## src/rtl/sqrwav_gen_prog_if.sv

```systemverilog
// Control/status bundle for sqrwav_gen_prog: run/load requests and M/N/burst
// settings in, wave and status flags out.
interface sqrwav_gen_prog_if #(
    parameter int unsigned W = 8
);
    logic         en;
    logic         load;
    logic [W-1:0] m;
    logic [W-1:0] n;
    logic [7:0]   burst_len;
    logic         wave_out;
    logic         period_done;
    logic         busy;
    logic         done;

    modport master (
        output en, load, m, n, burst_len,
        input  wave_out, period_done, busy, done
    );

    modport slave (
        input  en, load, m, n, burst_len,
        output wave_out, period_done, busy, done
    );
endinterface

```

## src/rtl/sqrwav_gen_prog.sv

```systemverilog
// Programmable square-wave generator: M ticks high, N ticks low, tick = PRESCALE clocks.
// Define SQRWAV_BURST_EN to build the burst mode (DONE state, period counter).
module sqrwav_gen_prog #(
    parameter int unsigned W        = 8,
    parameter int unsigned PRESCALE = 1
) (
    input  logic               clk,
    input  logic               rst,
    sqrwav_gen_prog_if.slave   bus
);

`ifdef SQRWAV_BURST_EN
    typedef enum logic [1:0] {IDLE, HIGH, LOW, DONE} state_t;
`else
    typedef enum logic [1:0] {IDLE, HIGH, LOW} state_t;
`endif

    localparam logic [15:0] PS_LAST = 16'(PRESCALE - 1);

    state_t       state, state_d;
    logic [W-1:0] m_act, n_act, m_pnd, n_pnd, phase;
    logic [W-1:0] m_act_d, n_act_d, m_pnd_d, n_pnd_d, phase_d;
    logic [W-1:0] m_new, n_new, phase_len, len_d;
    logic [15:0]  pre, pre_d;
    logic         pend, pend_d;
    logic         period_end, launch;
    logic         wave_q, pd_q, busy_q;
    logic         wave_d, pd_d, busy_d;
`ifdef SQRWAV_BURST_EN
    logic [7:0]   per_cnt, per_d, blen, blen_d;
    logic         done_q, done_d;
`endif

    always_ff @(posedge clk) begin
        if (!rst) begin
            state  <= IDLE;
            m_act  <= '0;
            n_act  <= '0;
            m_pnd  <= '0;
            n_pnd  <= '0;
            pend   <= 1'b0;
            phase  <= '0;
            pre    <= '0;
            wave_q <= 1'b0;
            pd_q   <= 1'b0;
            busy_q <= 1'b0;
`ifdef SQRWAV_BURST_EN
            per_cnt <= '0;
            blen    <= '0;
            done_q  <= 1'b0;
`endif
        end else begin
            state  <= state_d;
            m_act  <= m_act_d;
            n_act  <= n_act_d;
            m_pnd  <= m_pnd_d;
            n_pnd  <= n_pnd_d;
            pend   <= pend_d;
            phase  <= phase_d;
            pre    <= pre_d;
            wave_q <= wave_d;
            pd_q   <= pd_d;
            busy_q <= busy_d;
`ifdef SQRWAV_BURST_EN
            per_cnt <= per_d;
            blen    <= blen_d;
            done_q  <= done_d;
`endif
        end
    end

    always_comb begin
        state_d    = state;
        m_act_d    = m_act;
        n_act_d    = n_act;
        m_pnd_d    = m_pnd;
        n_pnd_d    = n_pnd;
        pend_d     = pend;
        phase_d    = phase;
        pre_d      = pre;
        period_end = 1'b0;
        launch     = 1'b0;
`ifdef SQRWAV_BURST_EN
        per_d  = per_cnt;
        blen_d = blen;
`endif
        // Values for a period starting at this edge; a same-cycle load wins.
        m_new     = bus.load ? bus.m : (pend ? m_pnd : m_act);
        n_new     = bus.load ? bus.n : (pend ? n_pnd : n_act);
        phase_len = (state == HIGH) ? m_act : n_act;

        if (bus.load) begin
            m_pnd_d = bus.m;
            n_pnd_d = bus.n;
            pend_d  = 1'b1;
        end

        unique case (state)
            IDLE: begin
                m_act_d = m_new;
                n_act_d = n_new;
                pend_d  = 1'b0;
                launch  = bus.en && ((m_new != '0) || (n_new != '0));
`ifdef SQRWAV_BURST_EN
                if (launch) begin
                    per_d  = 8'd1;
                    blen_d = bus.burst_len;
                end
`endif
            end
            HIGH, LOW: begin
                if (pre != PS_LAST) begin
                    pre_d = pre + 16'd1;
                end else begin
                    pre_d = '0;
                    if (phase != phase_len - W'(1)) begin
                        phase_d = phase + W'(1);
                    end else begin
                        phase_d = '0;
                        if (state == HIGH && n_act != '0) state_d = LOW;
                        else period_end = 1'b1;
                    end
                end
            end
`ifdef SQRWAV_BURST_EN
            DONE: if (!bus.en) state_d = IDLE;
`endif
            default: state_d = IDLE;
        endcase

        if (period_end) begin
`ifdef SQRWAV_BURST_EN
            if (blen != 8'd0 && per_cnt == blen) state_d = DONE;
            else
`endif
            if (!bus.en || ((m_new == '0) && (n_new == '0))) begin
                state_d = IDLE;
            end else begin
                launch = 1'b1;
`ifdef SQRWAV_BURST_EN
                per_d = per_cnt + 8'd1;
`endif
            end
        end

        if (launch) begin
            m_act_d = m_new;
            n_act_d = n_new;
            pend_d  = 1'b0;
            state_d = (m_new != '0) ? HIGH : LOW;
            pre_d   = '0;
            phase_d = '0;
        end

        // Outputs are registered, so flag the last period cycle from the next-state values.
        len_d  = (state_d == HIGH) ? m_act_d : n_act_d;
        wave_d = (state_d == HIGH);
        busy_d = (state_d == HIGH) || (state_d == LOW);
        pd_d   = (pre_d == PS_LAST) && (phase_d == len_d - W'(1)) &&
                 ((state_d == LOW) || ((state_d == HIGH) && (n_act_d == '0)));
`ifdef SQRWAV_BURST_EN
        done_d = (state_d == DONE);
`endif
    end

    assign bus.wave_out    = wave_q;
    assign bus.period_done = pd_q;
    assign bus.busy        = busy_q;
`ifdef SQRWAV_BURST_EN
    assign bus.done        = done_q;
`else
    assign bus.done        = 1'b0;
`endif

endmodule

```

## src/flat_wrapper.sv

```systemverilog
// flat-port wrapper written by rule: the top's interface ports become plain ports
module sqrwav_gen_prog_flat 
#(
    parameter int unsigned W        = 8,
    parameter int unsigned PRESCALE = 1
)
  (clk, rst, bus_en, bus_load, bus_m, bus_n, bus_burst_len, bus_wave_out, bus_period_done, bus_busy, bus_done);
  sqrwav_gen_prog_if #(.W(W)) bus_i ();
  input  logic clk;
  input  logic rst;
  input wire logic [$bits(bus_i.en)-1:0] bus_en;
  input wire logic [$bits(bus_i.load)-1:0] bus_load;
  input wire logic [$bits(bus_i.m)-1:0] bus_m;
  input wire logic [$bits(bus_i.n)-1:0] bus_n;
  input wire logic [$bits(bus_i.burst_len)-1:0] bus_burst_len;
  output wire logic [$bits(bus_i.wave_out)-1:0] bus_wave_out;
  output wire logic [$bits(bus_i.period_done)-1:0] bus_period_done;
  output wire logic [$bits(bus_i.busy)-1:0] bus_busy;
  output wire logic [$bits(bus_i.done)-1:0] bus_done;
  assign bus_i.en = bus_en;
  assign bus_i.load = bus_load;
  assign bus_i.m = bus_m;
  assign bus_i.n = bus_n;
  assign bus_i.burst_len = bus_burst_len;
  assign bus_wave_out = bus_i.wave_out;
  assign bus_period_done = bus_i.period_done;
  assign bus_busy = bus_i.busy;
  assign bus_done = bus_i.done;
  sqrwav_gen_prog #(.W(W), .PRESCALE(PRESCALE)) u_core (.clk(clk), .rst(rst), .bus(bus_i));
endmodule
```

## config.mk

```make
export PLATFORM = sky130hd
export DESIGN_NAME = sqrwav_gen_prog_flat
export DESIGN_NICKNAME = d
export VERILOG_FILES = /design/src/rtl/sqrwav_gen_prog_if.sv /design/src/rtl/sqrwav_gen_prog.sv /design/src/flat_wrapper.sv
export SDC_FILE = /design/constraint.sdc
export NUM_CORES = 1
export LEC_CHECK = 0
export BUFFER_PORTS_ARGS = -buffer_cell sky130_fd_sc_hd__buf_2
export CAP_MARGIN = 10
export CORE_MARGIN = 2
export CORE_UTILIZATION = 57
export DETAILED_ROUTE_END_ITERATION = 10
export PLACE_DENSITY_LB_ADDON = 0.1
export SLEW_MARGIN = 20
export SYNTH_ARGS = -nofsm -noshare
export SYNTH_HDL_FRONTEND = slang
export SYNTH_SLANG_ARGS = --single-unit
```

## constraint.sdc

```tcl
create_clock -name clk -period 7 [get_ports clk]
set_clock_uncertainty 0.1 [all_clocks]
set_input_delay 0 -clock clk [delete_from_list [all_inputs] [get_ports clk]]
set_output_delay 0 -clock clk [all_outputs]
set_load 0.005 [all_outputs]
```

==> out/metrics.csv, run 1 <==
metric;value;unit
cell taking the most area after synthesis;dfxtp_1;
Root Buffer;clkbuf_8;
drt pass-1 iters;5;
#FFs+latches synth;62;
Synth cell types;67;
total track usage;27.5;%
Ports;32;
dpl hpwl;8050;microns
number of global-route vias before repair;3876;
first-pass GRT wire length;18500;microns
n_diodes;0;
H-tree depth;3;
register area share after synthesis;28.7;%
Max Root-Sink Buffers;2;
crit end category;flop;
main flop type after synthesis;dfxtp_1;
# nets final;603;
EDFF count, synth;0;
startpoint types;flop;
Tcrit/Tclk final;92.7;%
status;completed;
Hold Crit Class;input pin to flop;
Worst path depth;20;
top cell type's share of synthesized area;28.7;%
delay-heaviest family, CP;compound AO/OA/AOI/OAI gates;
ys async rst share;0;%
Setup-failing EPs final;0;
Synth Area per Inst;7.94;sq um
initial antenna violation count;0;
Clk Latency, worst-skew pair;0.34;ns
setup ws final;0.511;ns
WP data arrival;6.67;ns
Fill cells;672;
PD cells;197;nW/um^2
CP max stage cell;o41ai_2;
fin crit period;6.49;ns
antenna violation net count after detailed routing;0;
DRT iter0 DRCs;298;
critical path peak fanout;15;
post-route cell area;4770;sq um
core box area;7290;sq um
Area after DPL;4440;sq um
CP Class;flop to flop;
starting density of the core;59.2;%
CP Buf/Inv Count;2;
Ys Warns;0;
max-cap viol count;0;
port bufs;22;
CP peak stage delay;0.82;ns
Routed Wire Length;10900;microns
pre-CTS setup slack;0.715;ns
GP Congestion;0.957;
CTS tree;built;
critical path, cell by cell;inv_1 > ha_1 > mux2i_1 > ha_1 > xnor2_1 > xnor2_1 > nand3_1 > nor3b_1 > nand3_1 > a21oi_1 > mux2i_1 > o31ai_1 > inv_1 > ha_1 > mux2_2 > o41ai_2 > nand2_1 > or3b_1 > xnor2_1 > o2111a_1;
RSZ-0062 raised after global routing;false;
Post-Syn Nets;582;
num rows;31;
largest net degree at the start of global routing;51;
fmax;0.154;GHz
leakage power;0.00178;uW
Slew Viols, Final;0;
relative slew slack;40.4;%
drt drc;0;
Inserted Clock Buffers;9;
Via density;6.00;
Final Hold Fails;0;
TritonCTS Sinks;62;
Post-CTS Setup Bufs;0;
share of cells above drive strength 1;10.9;%
Area Growth Syn to Fin;10.5;%
measured slew at the worst slew-check pin;0.884;ns
WL per Instance;16.4;microns
Min-Delay Path Depth;3;
Synth area leaders;dfxtp_1 (29%), mux2i_1 (8.1%), nor2_1 (5.0%);
Req. time, crit path;7.18;ns
Post-Syn Instances;544;
Die Ht;91.1;microns
worst-case reg-to-reg path depth;20;
GRT overflow;0;
setup TNS;0;ns
clock slew at reported path FFs;0.07;ns
via count;3999;
Die Area;8290;sq um
peak supply drop;0.0932;mV
Die W;91.1;microns
synthesized area;4320;sq um
worst paths after layout:
check | endpoint | slack, ns | startpoint
min | u_core.n_pnd[7] | 0.17 | bus_load
max | u_core.bus.period_done | 0.51 | u_core.state[1]
max reg2reg | u_core.bus.period_done | 0.51 | u_core.state[1]
min reg2reg | u_core.m_pnd[7] | 0.37 | u_core.m_pnd[7]
flip-flops by register name, indices dropped and copies added (netlist names):
name / cells
u_core.pre: 16
u_core.m_act: 8
u_core.m_pnd: 8
u_core.n_act: 8
u_core.n_pnd: 8
u_core.phase: 8
u_core.state: 2
u_core.bus.busy: 1
u_core.bus.period_done: 1
u_core.bus.wave_out: 1
u_core.pend: 1
report_power, final:
group	leakage [uW]	total (uW)	switching, uW	internal, uW
Combinational	0.00119	285	164	122
Clock	0.0000821	269	135	133
Sequential	0.000506	386	18.3	368
Total	0.00178	941	318	623
cells by family after synthesis:
| logic type | share of synthesized area (%) |
|---|---|
| mux | 10.5 |
| simple gates | 27.6 |
| flops | 28.7 |
| buf+inv | 4.69 |
| compound gates | 16.8 |
| fa+ha+maj | 2.90 |
| other cells | 0.0868 |
| xor+xnor | 8.72 |
per-stage QoR:
| step | total power, uW | hold slack, ns | util, % | instances |
|---|---|---|---|---|
| 2_1_floorplan | 604 | 0.0175 | - | 544 |
| 3_3_place_gp | 657 | 0.175 | 60.8 | 635 |
| 3_5_place_dp | 665 | 0.185 | 60.8 | 635 |
| 4_1_cts | 939 | 0.175 | 65.4 | 667 |
| 5_1_grt | 989 | 0.282 | 65.4 | 667 |
| 6_report | 941 | 0.174 | 65.4 | 667 |
cell usage in the layout, fill, tap and decap left out, types with 4 or more instances in the layout:
master	n
dfxtp_1	62
nor2_1	58
nand2_1	50
a21oi_1	39
mux2i_1	35
xnor2_1	22
buf_2	22
xor2_1	21
o21a_1	19
dlygate4sd3_1	18
nor3_1	17
nand2b_1	17
inv_1	15
nand3_1	14
and3_1	12
nand4_1	12
o21ai_0	11
ha_1	10
clkbuf_8	10
nor4_1	9
or2_2	9
mux2_2	5
and2_1	5
nor3b_1	4
a31oi_1	4
Yosys cell counts (4+ instances only):
cell type,instances
dfxtp_1,62
nor2_1,58
nand2_1,50
a21oi_1,39
mux2i_1,35
clkbuf_1,27
xnor2_1,22
xor2_1,21
o21a_1,19
nand2b_1,17
nor3_1,17
inv_1,15
nand3_1,14
and3_1,12
nand4_1,12
o21ai_0,11
ha_1,10
nor4_1,9
or2_2,9
and2_1,5
mux2_2,5
a31oi_1,4
nor3b_1,4
layout make-up:
| class | instances | area, sq um | area share (%) |
|---|---|---|---|
| multi-input cells | 432 | 2880 | 60.3 |
| repair buffers | 43 | 313 | 6.55 |
| flip-flops and latches | 62 | 1240 | 26.0 |
| clock inverters | 2 | 10.0 | 0.210 |
| well taps | 99 | 124 | 2.60 |
| clock buffers | 12 | 145 | 3.04 |
| inverters | 17 | 63.8 | 1.34 |
worst min-delay path: cells and delay by family:
kind,cells,cell delay [ns]
AOI/OAI and AO/OA,1,0.06
and+or+nand+nor,1,0.17
buffers and inverters,1,0.34
metal layers:
| metal | routed length [microns] | share of wire, % | vias to the layer above | GRT usage (%) |
|---|---|---|---|---|
| met1 | 4950 | 45 | 1863 | 35.5 |
| met4 | 260 | 2.4 | 0 | 9.72 |
| met3 | 641 | 5.9 | 27 | 4.40 |
| met5 | 0 | 0 | - | 0 |
| li1 | - | - | 1973 | - |
| met2 | 5080 | 46 | 136 | 46.4 |
timing repair:
action / 4_1_cts / 5_1_grt
setup endpoints to repair: 0 / 0
endpoints found under the hold margin: 22 / 0
resized for setup: 0 / 0
hold buffers: 18 / 0
Note: power is estimated with default switching activity, not from simulation.
==> run 2, diff against run 1 <==
- BUFFER_PORTS_ARGS: -buffer_cell sky130_fd_sc_hd__buf_2 -> -buffer_cell sky130_fd_sc_hd__clkbuf_2
- SLEW_MARGIN: 20 -> 30
- clock period: 7 -> 7.5 ns (I/O delays scaled with it)
==> run 2 against run 1 <==
Compared with the run above:
- routed wire length is 0.48% lower
- register-to-register slack better by 0.42 ns
- via count is 0.30% higher
- critical path type unchanged
- highest routed layer unchanged
==> out/metrics.csv, run 2 (synthesis gave the netlist of run 1 again) <==
metric;value;unit;change
initial antenna violation count;0;;unchanged
drt pass-1 iters;5;;unchanged
CTS tree;built;;
Die Ht;91.1;microns;unchanged
WL per Instance;16.3;microns;-0.33%
fmax;0.152;GHz;-1.2%
relative slew slack;41.5;%;+1.0 points
antenna violation net count after detailed routing;0;;unchanged
Clk Latency, worst-skew pair;0.35;ns;about the same
CP peak stage delay;0.80;ns;-0.02 ns
leakage power;0.00177;uW;-0.29%
drt drc;0;;unchanged
Ports;32;;unchanged
starting density of the core;59.2;%;unchanged
port bufs;22;;unchanged
measured slew at the worst slew-check pin;0.868;ns;-0.0154 ns
peak supply drop;0.148;mV;+59%
via count;4011;;+0.30%
Post-CTS Setup Bufs;0;;unchanged
number of global-route vias before repair;3780;;-2.5%
Root Buffer;clkbuf_8;;
Setup crit end;u_core.bus.period_done;;
commonest non-fill, non-tap cell in the layout;dfxtp_1;;
fin crit period;6.56;ns;+0.0756 ns
TritonCTS Sinks;62;;unchanged
post_cts resized;0;;unchanged
Final Hold Fails;0;;unchanged
DRT iter0 DRCs;255;;-14%
reg2reg setup slack;0.94;ns;+0.42 ns
power after layout;924;uW;-1.7%
PD cells;193;nW/um^2;-2.2%
clock slew at reported path FFs;0.07;ns;about the same
Worst R2R Start;u_core.state[1];;
Slew Viols, Final;0;;unchanged
Inserted Clock Buffers;9;;unchanged
Die W;91.1;microns;unchanged
critical path, cell by cell;inv_1 > ha_1 > mux2i_1 > ha_1 > xnor2_1 > xnor2_1 > nand3_1 > nor3b_1 > nand3_1 > a21oi_1 > mux2i_1 > o31ai_1 > inv_1 > ha_1 > mux2_2 > o41ai_2 > nand2_1 > or3b_1 > xnor2_1 > o2111a_1;;
CP max stage cell;o41ai_2;;
core box area;7290;sq um;unchanged
dpl hpwl;8020;microns;-0.44%
RSZ-0062 raised after global routing;false;;
status;completed;;
critical path peak fanout;15;;unchanged
H-tree depth;3;;unchanged
first-pass GRT wire length;18100;microns;-2.2%
CP Class;flop to flop;;
n_diodes;0;;unchanged
Die Area;8290;sq um;unchanged
share of cells above drive strength 1;11.5;%;+0.55 points
max reg flops;16;;unchanged
Via density;6.02;;+0.45%
worst-case reg-to-reg path depth;20;;unchanged
critical path launch point;u_core.state[1];;
Tcrit/Tclk final;87.5;%;-5.2 points
max-cap viol count;0;;unchanged
Fill cells;665;;-1.0%
Final Util;65.8;%;+0.33 points
num rows;31;;unchanged
Max Root-Sink Buffers;2;;unchanged
GRT overflow;0;;unchanged
startpoint types;flop;;
most frequent cells in the layout;dfxtp_1 (61), nor2_1 (58), nand2_1 (50);;
RR Endpoint;u_core.bus.period_done;;
crit end category;flop;;
largest net degree at the start of global routing;51;;unchanged
Reg with most FFs;u_core.pre;;
Setup-failing EPs final;0;;unchanged
Req. time, crit path;7.69;ns;+0.51 ns
total track usage;27.1;%;-0.38 points
hold buffers post-CTS;17;;-1
Area Growth Syn to Fin;11.0;%;
# nets final;600;;-0.50%
GP Congestion;0.911;;-4.8%
WP data arrival;6.76;ns;+0.09 ns
Hold Crit Class;input pin to flop;;
setup TNS;0;ns;unchanged
Routed Wire Length;10900;microns;-0.48%
[run 2: area by class of cell]
type / instances / area (sq um) / area share [%]
multi-input combinational: 432 / 2880 / 60.1
inverter: 17 / 63.8 / 1.33
timing repair buffer: 40 / 288 / 6.00
clock buffer: 9 / 124 / 2.58
sequential: 62 / 1240 / 25.9
clock inverter: 7 / 73.8 / 1.54
tap: 99 / 124 / 2.58
[run 2: per-stage QoR]
stage               worst slack, ns  hold slack, ns  instances  area [sq um]
global placement               1.23           0.158        633          4420
floorplan                      2.02          0.0175        544          4320
finish                        0.935          0.0203        666          4800
detailed placement             1.04           0.162        633          4430
global route                  0.572          0.0600        666          4800
CTS                            1.04         0.00201        666          4790
[run 2: power breakdown]
part	total, uW	switching (uW)	internal (uW)
registers	362	18.3	343
logic	262	150	112
clock network	301	147	154
total	924	315	609
[run 2: how the worst min path moves through the flow]
| stage | from | to | slack (ns) | depth (start not counted) |
|---|---|---|---|---|
| after floorplan | rst | u_core.m_act[2] | 0.02 | 1 |
| after global placement | bus_n[5] | u_core.n_pnd[5] | 0.16 | 3 |
| after detailed placement | bus_n[4] | u_core.n_pnd[4] | 0.16 | 3 |
| after CTS | bus_en | u_core.n_act[6] | 0.002 | 3 |
| after global routing | bus_en | u_core.n_act[6] | 0.06 | 3 |
| final | bus_en | u_core.n_act[6] | 0.02 | 3 |
[run 2: worst max-delay path, delay by kind of cell, from the launching register on]
family	cells	cell delay [ns]
compound gates	4	1.70
buf+inv	2	0.18
simple gates	5	1.45
xor+xnor	3	0.45
flops	1	0.34
mux	3	1.01
fa+ha+maj	3	1.26
[run 2: routing by layer]
metal | part of all wire (%) | up-vias | GRT usage (%) | wire length [microns]
li1 | - | 1964 | - | -
met1 | 45 | 1906 | 34.8 | 4910
met2 | 47 | 119 | 44.5 | 5100
met3 | 5.8 | 22 | 5.39 | 634
met4 | 2.2 | 0 | 11.0 | 242
met5 | 0 | - | 0 | 0
